<file path="src/rtl/sd_card_rsp_gen.sv">
// SD card-side response generator: serialises 48/136-bit responses on CMD with CRC7, optional DAT0 busy.
// Defining SD_RSP_GEN_ERR_INJECT_EN adds inj_crc_i / inj_end_i for corrupting CRC LSB and end bit.
module sd_card_rsp_gen #(
    parameter int BusyCntWidth = 16,
    parameter int NcrWidth     = 8
) (
    input  logic                    clk_i,
    input  logic                    rst_i,
    input  logic                    req_valid_i,
    output logic                    req_ready_o,
    input  logic                    rsp_long_i,
    input  logic [5:0]              rsp_index_i,
    input  logic [119:0]            rsp_payload_i,
    input  logic                    rsp_no_crc_i,
    input  logic [NcrWidth-1:0]     ncr_cycles_i,
    input  logic [BusyCntWidth-1:0] busy_cycles_i,
`ifdef SD_RSP_GEN_ERR_INJECT_EN
    input  logic                    inj_crc_i,
    input  logic                    inj_end_i,
`endif
    input  logic                    host_cmd_oe_i,
    output logic                    sd_cmd_o,
    output logic                    sd_cmd_oe_o,
    output logic                    sd_dat0_o,
    output logic                    sd_dat0_oe_o,
    output logic                    busy_o,
    output logic                    done_o,
    output logic                    collision_o
);

    typedef enum logic [2:0] {
        S_IDLE, S_NCR, S_SHIFT, S_CRC, S_ENDB, S_BUSY, S_BREL
    } state_t;

    state_t                  state_q, state_d;
    logic [7:0]              bit_cnt_q, bit_cnt_d;
    logic [NcrWidth-1:0]     ncr_cnt_q, ncr_cnt_d;
    logic [BusyCntWidth-1:0] busy_cnt_q, busy_cnt_d;
    logic [BusyCntWidth-1:0] busy_len_q, busy_len_d;
    logic [127:0]            sreg_q, sreg_d;
    logic [6:0]              crc_q, crc_d;
    logic                    long_q, long_d;
    logic                    no_crc_q, no_crc_d;
    logic                    inj_crc_q, inj_crc_d;
    logic                    inj_end_q, inj_end_d;
    logic                    cmd_d, cmd_oe_d, dat0_d, dat0_oe_d, done_d, coll_d;
    logic [127:0]            frame;
    logic [6:0]              crc_field;
    logic [7:0]              shift_last;
    logic                    inj_crc_in, inj_end_in;

`ifdef SD_RSP_GEN_ERR_INJECT_EN
    assign inj_crc_in = inj_crc_i;
    assign inj_end_in = inj_end_i;
`else
    assign inj_crc_in = 1'b0;
    assign inj_end_in = 1'b0;
`endif

    // Serial CRC7, polynomial x^7 + x^3 + 1.
    function automatic logic [6:0] crc7_step(input logic [6:0] crc, input logic din);
        logic fb;
        fb = crc[6] ^ din;
        return {crc[5:0], 1'b0} ^ (fb ? 7'h09 : 7'h00);
    endfunction

    // NOTE: every signal written here gets a default first, so no latches are inferred.
    always_comb begin
        state_d    = state_q;
        bit_cnt_d  = bit_cnt_q;
        ncr_cnt_d  = ncr_cnt_q;
        busy_cnt_d = busy_cnt_q;
        busy_len_d = busy_len_q;
        sreg_d     = sreg_q;
        crc_d      = crc_q;
        long_d     = long_q;
        no_crc_d   = no_crc_q;
        inj_crc_d  = inj_crc_q;
        inj_end_d  = inj_end_q;
        cmd_d      = 1'b1;
        cmd_oe_d   = 1'b0;
        dat0_d     = 1'b1;
        dat0_oe_d  = 1'b0;
        done_d     = 1'b0;
        coll_d     = 1'b0;
        frame      = rsp_long_i ? {2'b00, 6'h3F, rsp_payload_i}
                                : {2'b00, rsp_index_i, rsp_payload_i[31:0], 88'd0};
        crc_field  = (no_crc_q ? 7'h7F : crc_q) ^ {6'd0, inj_crc_q};
        shift_last = long_q ? 8'd127 : 8'd39;

        case (state_q)
            S_IDLE: begin
                if (req_valid_i) begin
                    long_d     = rsp_long_i;
                    no_crc_d   = rsp_no_crc_i;
                    busy_len_d = busy_cycles_i;
                    inj_crc_d  = inj_crc_in;
                    inj_end_d  = inj_end_in;
                    bit_cnt_d  = 8'd0;
                    crc_d      = 7'd0;
                    if (ncr_cycles_i == '0) begin
                        state_d  = S_SHIFT;
                        cmd_d    = frame[127];
                        cmd_oe_d = 1'b1;
                        sreg_d   = {frame[126:0], 1'b0};
                        if (!rsp_long_i) crc_d = crc7_step(7'd0, frame[127]);
                    end else begin
                        state_d   = S_NCR;
                        ncr_cnt_d = ncr_cycles_i - NcrWidth'(1);
                        sreg_d    = frame;
                    end
                end
            end
            S_NCR: begin
                if (ncr_cnt_q == '0) begin
                    state_d  = S_SHIFT;
                    cmd_d    = sreg_q[127];
                    cmd_oe_d = 1'b1;
                    sreg_d   = {sreg_q[126:0], 1'b0};
                    if (!long_q) crc_d = crc7_step(crc_q, sreg_q[127]);
                end else begin
                    ncr_cnt_d = ncr_cnt_q - NcrWidth'(1);
                end
            end
            S_SHIFT: begin
                cmd_oe_d = 1'b1;
                if (bit_cnt_q == shift_last) begin
                    state_d   = S_CRC;
                    bit_cnt_d = 8'd0;
                    cmd_d     = crc_field[6];
                    sreg_d    = {crc_field[5:0], 122'd0};
                end else begin
                    bit_cnt_d = bit_cnt_q + 8'd1;
                    cmd_d     = sreg_q[127];
                    sreg_d    = {sreg_q[126:0], 1'b0};
                    // R2 excludes its 8 header bits from the CRC.
                    if (!long_q || bit_cnt_q >= 8'd7) crc_d = crc7_step(crc_q, sreg_q[127]);
                end
            end
            S_CRC: begin
                cmd_oe_d = 1'b1;
                if (bit_cnt_q == 8'd6) begin
                    state_d = S_ENDB;
                    cmd_d   = ~inj_end_q;
                end else begin
                    bit_cnt_d = bit_cnt_q + 8'd1;
                    cmd_d     = sreg_q[127];
                    sreg_d    = {sreg_q[126:0], 1'b0};
                end
            end
            S_ENDB: begin
                if (busy_len_q != '0) begin
                    state_d    = S_BUSY;
                    dat0_oe_d  = 1'b1;
                    dat0_d     = 1'b0;
                    busy_cnt_d = busy_len_q - BusyCntWidth'(1);
                end else begin
                    state_d = S_IDLE;
                    done_d  = 1'b1;
                end
            end
            S_BUSY: begin
                dat0_oe_d = 1'b1;
                if (busy_cnt_q == '0) begin
                    state_d = S_BREL;
                end else begin
                    dat0_d     = 1'b0;
                    busy_cnt_d = busy_cnt_q - BusyCntWidth'(1);
                end
            end
            S_BREL: begin
                state_d = S_IDLE;
                done_d  = 1'b1;
            end
            default: state_d = S_IDLE;
        endcase

        if (host_cmd_oe_i && (state_q inside {S_NCR, S_SHIFT, S_CRC, S_ENDB})) begin
            state_d   = S_IDLE;
            cmd_d     = 1'b1;
            cmd_oe_d  = 1'b0;
            dat0_d    = 1'b1;
            dat0_oe_d = 1'b0;
            done_d    = 1'b0;
            coll_d    = 1'b1;
        end
    end

    // NOTE: sequential state uses non-blocking assignments; the datapath registers are reset
    // too so no X can ever reach the card pins after reset.
    always_ff @(posedge clk_i or posedge rst_i) begin
        if (rst_i) begin
            state_q      <= S_IDLE;
            bit_cnt_q    <= 8'd0;
            ncr_cnt_q    <= '0;
            busy_cnt_q   <= '0;
            busy_len_q   <= '0;
            sreg_q       <= '0;
            crc_q        <= 7'd0;
            long_q       <= 1'b0;
            no_crc_q     <= 1'b0;
            inj_crc_q    <= 1'b0;
            inj_end_q    <= 1'b0;
            sd_cmd_o     <= 1'b1;
            sd_cmd_oe_o  <= 1'b0;
            sd_dat0_o    <= 1'b1;
            sd_dat0_oe_o <= 1'b0;
            req_ready_o  <= 1'b1;
            busy_o       <= 1'b0;
            done_o       <= 1'b0;
            collision_o  <= 1'b0;
        end else begin
            state_q      <= state_d;
            bit_cnt_q    <= bit_cnt_d;
            ncr_cnt_q    <= ncr_cnt_d;
            busy_cnt_q   <= busy_cnt_d;
            busy_len_q   <= busy_len_d;
            sreg_q       <= sreg_d;
            crc_q        <= crc_d;
            long_q       <= long_d;
            no_crc_q     <= no_crc_d;
            inj_crc_q    <= inj_crc_d;
            inj_end_q    <= inj_end_d;
            sd_cmd_o     <= cmd_d;
            sd_cmd_oe_o  <= cmd_oe_d;
            sd_dat0_o    <= dat0_d;
            sd_dat0_oe_o <= dat0_oe_d;
            req_ready_o  <= (state_d == S_IDLE);
            busy_o       <= (state_d != S_IDLE);
            done_o       <= done_d;
            collision_o  <= coll_d;
        end
    end

endmodule

</file>
<file path="config.mk">
export PLATFORM = sky130hd
export DESIGN_NAME = sd_card_rsp_gen
export DESIGN_NICKNAME = d
export VERILOG_FILES = /design/src/rtl/sd_card_rsp_gen.sv
export SDC_FILE = /design/constraint.sdc
export NUM_CORES = 1
export LEC_CHECK = 0
export ABC_CLOCK_PERIOD_IN_PS = 7400
export CORE_ASPECT_RATIO = 1.4
export CORE_MARGIN = 10
export CORE_UTILIZATION = 35
export DETAILED_ROUTE_END_ITERATION = 8
export PLACE_DENSITY = 0.58
export SKIP_CTS_REPAIR_TIMING = 1
export SLEW_MARGIN = 20
export SYNTH_ARGS = -nofsm -noshare
export SYNTH_HDL_FRONTEND = slang
export SYNTH_SLANG_ARGS = --single-unit
</file>
<file path="constraint.sdc">
create_clock -name clk_i -period 7.4 [get_ports clk_i]
set_clock_uncertainty 0.05 [all_clocks]
set_input_delay 1.48 -clock clk_i [delete_from_list [all_inputs] [get_ports clk_i]]
set_output_delay 1.48 -clock clk_i [all_outputs]
set_load 0.02 [all_outputs]
</file>
==> flow_summary.yaml, run 1 <==
yosys:
  synth_area_sq_um: 11500
  synth_cell_type_count: 62
  synth-seq-area-share: 0.428
  avgSynthCellArea_sq_um: 8.17
  synth_edf_count: 0
  synth_ff_type: "dfrtp_1"
  synthCells: 1403
  ys_warn_count: 0
  syn-num-nets: 1563
  synth_area_leaders: "dfrtp_1 (42%), a21oi_1 (15%), nand2_1 (7.4%), nor2_1 (6.5%), mux4_2 (6.1%)"
  synth.ff_latch_count: 196
  yosys-top-cells-count: "a21oi_1 (335), nand2_1 (227), nor2_1 (199), dfrtp_1 (193), clkbuf_1 (88)"
  yosysTopAreaCell: "dfrtp_1"
  async_flop_share: 1.00
  netlist.area_leader.share: 0.421
  yosysMostFrequentCell: "a21oi_1"
setup_path:
  crit_slowest_cell: "or4_4"
  critPathMaxStageDelay_ps: 580
  end_kind: "flip-flop"
  r2r_end: "sreg_q[90]"
  r2r-start: "state_q[0]"
  ff2ff_path_depth: 6
  critPathBufInv: 2
  cp_max_fo: 46
  ff2ff_setup_slack_ps: 3720
  cp.required_ps: 7650
  crit_type: "input port to flip-flop"
  critPathLaunchType: "input port"
  cp.arrival_ps: 4320
  crit_family: "simple AND/OR/NAND/NOR gates"
  cp_cell_sequence: "clkdlybuf4s50_1, or4_4, nor3_4, buf_4, mux4_2, a22oi_1, a21oi_1"
pwr:
  power_leakage_nw: 5.51
  powerDensity_nw_per_um2: 325
  vdd_ir_drop_max_mv: 0.141
  power_mw: 4.54
global_routing:
  grt_max_degree: 122
  grt_pass1_wl_mm: 52.6
  gr-total-overflow: 0
  grt.busiest_layer: "met2"
  grt_pass1_vias: 10300
  grtUsageMet3: 0.0410
  grt_antenna_before_repair: 4
  grt_use_total: 0.155
  grt_use_met2: 0.271
  grtUsageMet1: 0.185
timing:
  setup_viol: 0
  hold_viol: 0
  min_period_ps: 4070
  rsz0062_at_grt: "no"
  relSlewSlack: 0.293
  setup_tns_ps: 0
  whs_ps: 461
  tightestPinTransition_ps: 1060
  period_share: 0.550
  clock.fmax_ghz: 0.246
  slew_viol_final: 0
drt:
  drtPass1Iterations: 5
  ant_nets: 0
  drt_iter0_markers: 647
  drt-total-wl_mm: 31.7
  vias: 10500
  avgViaCountPerCell: 5.38
  wire_per_inst_um: 16.3
  drc: 0
floorplan:
  dieWidth_um: 173
  dieArea_sq_um: 40500
  rows: 78
  ioPinCount: 164
  die_h_um: 234
  start_util: 0.354
  core_area_sq_um: 32400
cts:
  root_buffer: "clkbuf_16"
  cts.htree.levels: 4
  cts_made_buffers: 17
  cts_sinks: 196
  path_clk_slew_ps: 80
  insertion_delay_ps: 430
  clockBufferDepth: 2
  cts_tree: "done"
placed_design:
  numPortBuffers: 163
  dp_hpwl_mm: 21.9
  gp_congestion: 0.846
  dp.cells: 1908
cells_and_area:
  stdcell_count: 1944
  drive_gt1_frac: 0.0806
  area_delta_synth_final_pct: 22.0
  post-route-util: 0.432
  nets: 1649
worst_hold_path:
  min_to: "busy_cnt_q[6]"
  hp-class: "flip-flop to flip-flop"
  min_from: "busy_cnt_q[6]"
  holdPathStages: 2
status:
  status: "finished, final reports clean"
run:
  maxCapViolations: 0
## sequential cells by signal, indices dropped and copies added, names as in the netlist
| signal | flops |
|---|---|
| done_o | 1 |
| sd_cmd_o | 1 |
| busy_len_q | 16 |
| no_crc_q | 1 |
| sd_dat0_oe_o | 1 |
| state_q | 3 |
| req_ready_o | 1 |
| ncr_cnt_q | 8 |
| collision_o | 1 |
| sd_cmd_oe_o | 1 |
| sd_dat0_o | 1 |
| crc_q | 7 |
| sreg_q | 128 |
| busy_o | 1 |
| bit_cnt_q | 8 |
| long_q | 1 |
| busy_cnt_q | 16 |
## kinds of logic (layout without fill, tap and decap cells)
family          after synthesis  in the layout  synth area share
simple gates                523            523             0.192
compound gates              492            492             0.241
flops                       196            196             0.428
buf+inv                     121            220            0.0412
mux                          60             60            0.0881
xor+xnor                      7              7           0.00535
fa+ha+maj                     4              4           0.00437
other cells                   0              2                 0
## metrics by stage
stage / worst slack, ps / cell area, sq um
2_1_floorplan: 534 / 11500
3_3_place_gp: 2830 / 13400
5_1_grt: 3140 / 14000
6_report: 3330 / 14000
3_5_place_dp: 2810 / 13400
4_1_cts: 3290 / 13900
## worst max path at each step
stage	to	slack, ps	depth (start not counted)	startpoint
final	sreg_q[98]	3330	7	ncr_cycles_i[6]
after global routing	sreg_q[98]	3140	7	ncr_cycles_i[6]
after CTS	sreg_q[98]	3290	7	ncr_cycles_i[6]
after detailed placement	sreg_q[98]	2810	7	ncr_cycles_i[6]
after global placement	sreg_q[98]	2830	7	ncr_cycles_i[6]
after floorplan	bit_cnt_q[0]	530	1	rst_i
## cell type report
cell class,count,area (sq um)
Clock buffer,18,439
Tap cell,440,551
Antenna cell,2,5.00
Multi-Input combinational cell,1086,6120
Timing Repair Buffer,179,1780
Inverter,9,41.3
Clock inverter,14,144
Sequential cell,196,4910
Fill cell,3351,18400
## tightest hold or removal path, cell delays in order (launching register included)
cell	delay [ps]
dfrtp_1	340
o21ai_0	80
nand2_1	60
## where the power goes
part	internal, mW	switching (mW)
clock network	0.484	0.442
logic	0.745	0.995
registers	1.53	0.340
## layout by cell type (no fill, tap or decap), types with 5 or more instances in the layout
master,instances
or3_1,10
nand2_1,226
buf_4,13
clkbuf_16,17
inv_1,8
mux2_2,17
nand4_1,5
nor3_1,22
nor4_1,8
nand2b_1,7
o31ai_1,8
mux2i_1,12
a22oi_1,34
clkdlybuf4s50_1,162
a31oi_1,9
dfrtp_1,193
nor2_1,199
o21ai_0,55
nand3_1,10
o211ai_1,5
nor2b_1,6
mux4_2,31
a211oi_1,7
o22ai_1,5
o21a_1,5
inv_6,5
a21oi_1,334
## metal layers
metal	vias up	routed length [um]
met1	5059	13600
met5	-	31
li1	5146	-
met3	33	1690
met4	4	431
met2	217	16000
No activity file was read; power rests on OpenSTA's default activity.
==> inputs of run 2 (changes only) <==
ABC_CLOCK_PERIOD_IN_PS = 3700   (was 7400)
PLACE_DENSITY = 0.6   (was 0.58)
clock period = 3.7 ns   (was 7.4 ns; I/O delays follow)
==> flow_summary.yaml, run 2 (same netlist as run 1, synthesis figures left out) <==
status:
  status: "finished, final reports clean"
placed_design:
  dp.cells: 1920
  dp_hpwl_mm: 22.1
  gp_congestion: 0.843
  numPortBuffers: 163
  place_area_sq_um: 13500
floorplan:
  ioPinCount: 164
  dieWidth_um: 173
  die_h_um: 234
  start_util: 0.354
  dieArea_sq_um: 40500
  rows: 78
  core_area_sq_um: 32400
cts:
  clockBufferDepth: 2
  cts_sinks: 196
  root_buffer: "clkbuf_16"
  path_clk_slew_ps: 80
  insertion_delay_ps: 460
  cts.htree.levels: 4
  cts_tree: "done"
  cts_made_buffers: 17
setup_path:
  critPathLaunchType: "flip-flop"
  cp_cell_sequence: "and3b_1, mux2i_1, ha_1, nand2b_1, or3_1, mux2_2, o211ai_1, o31ai_1, a211oi_1"
  end_kind: "flip-flop"
  cp_max_fo: 9
  crit_slowest_cell: "or3_1"
  critPathMaxStageDelay_ps: 420
  crit_type: "flip-flop to flip-flop"
  cp.required_ps: 4010
  cp.arrival_ps: 3270
pwr:
  vdd_ir_drop_max_mv: 0.393
  powerDensity_nw_per_um2: 653
  power_leakage_nw: 5.59
cells_and_area:
  largest_register_ffs: 128
  num_antenna_cells: 0
  layout_commonest_cell: "a21oi_1"
  fillers: 3263
  final_area_sq_um: 14100
  area_delta_synth_final_pct: 23.3
  nets: 1659
  largestRegisters: "sreg_q: 128 flops, busy_cnt_q: 16 flops, busy_len_q: 16 flops"
  drive_gt1_frac: 0.0866
  regMostFlops: "sreg_q"
  final_cell_mix: "a21oi_1 (334), nand2_1 (226), nor2_1 (199)"
  stdcell_count: 1952
drt:
  drt_iter0_markers: 821
  drtPass1Iterations: 5
  wire_per_inst_um: 16.6
  avgViaCountPerCell: 5.46
  drc: 0
  drt-total-wl_mm: 32.4
  ant_nets: 0
  vias: 10700
timing:
  clock.fmax_ghz: 0.338
  slew_viol_final: 0
  rsz0062_at_grt: "no"
  setup_viol: 0
  tightestPinTransition_ps: 963
  hold_viol: 0
  relSlewSlack: 0.358
  min_period_ps: 2960
  setup_tns_ps: 0
  period_share: 0.799
  whs_ps: 466
global_routing:
  grt_use_total: 0.159
  gr-total-overflow: 0
  grt_antenna_before_repair: 0
  grt_pass1_vias: 10600
  grt_pass1_wl_mm: 54.0
  grt_max_degree: 142
worst_hold_path:
  hp-class: "flip-flop to flip-flop"
run:
  maxCapViolations: 0
-- run 2: changes by cell type in the layout (fill, tap and decap cells not counted), sizes merged --
cell,change
diode,-2
clkbuf,-1
clkinv,-1
inv,+2
buf,+10
-- run 2: area by class of cell --
type	instances	area (sq um)	area share
Clock buffer	17	425	0.0301
Timing Repair Buffer	189	1910	0.135
Multi-Input combinational cell	1086	6120	0.433
Clock inverter	15	181	0.0128
Sequential cell	196	4910	0.347
Inverter	9	37.5	0.00266
Tap cell	440	551	0.0389
-- run 2: report_power, final --
group / total [mW] / switching [mW] / internal, mW
combinational: 3.58 / 2.06 / 1.51
sequential: 3.72 / 0.650 / 3.07
clock: 1.94 / 0.966 / 0.974
-- run 2: critical path: cells and delay by family (launching register included) --
| kind | cells | cell delay [ps] |
|---|---|---|
| AOI/OAI and AO/OA | 3 | 510 |
| DFF | 1 | 380 |
| adders and majority gates | 1 | 360 |
| and+or+nand+nor | 3 | 940 |
| muxes | 2 | 630 |
-- run 2: metal layers --
layer | global-route usage | wire, um | share of wire | up-vias
met2 | 0.273 | 16100 | 0.50 | 254
met5 | 0 | 0 | 0 | -
met3 | 0.0340 | 1620 | 0.050 | 42
met1 | 0.197 | 14100 | 0.43 | 5197
li1 | - | - | - | 5160
met4 | 0.0510 | 600 | 0.019 | 0
-- run 2: worst paths after layout --
path	start	endpoint	slack [ps]	cells past startpoint
min	crc_q[5]	crc_q[5]	470	2
max in group asynchronous	rst_i	sreg_q[106]	2220	3
min in group asynchronous	rst_i	sreg_q[87]	560	2
max reg2reg	state_q[1]	busy_cnt_q[14]	740	9
min reg2reg	crc_q[5]	crc_q[5]	470	2
max	state_q[1]	busy_cnt_q[14]	740	9
-- run 2: metrics by stage --
step	util	worst slack (ps)	total power, mW
after floorplan	-	242	6.30
after global placement	0.418	352	7.23
after detailed placement	0.418	380	7.34
after CTS	0.436	749	9.32
after global routing	0.436	582	10.0
final	0.436	745	9.24
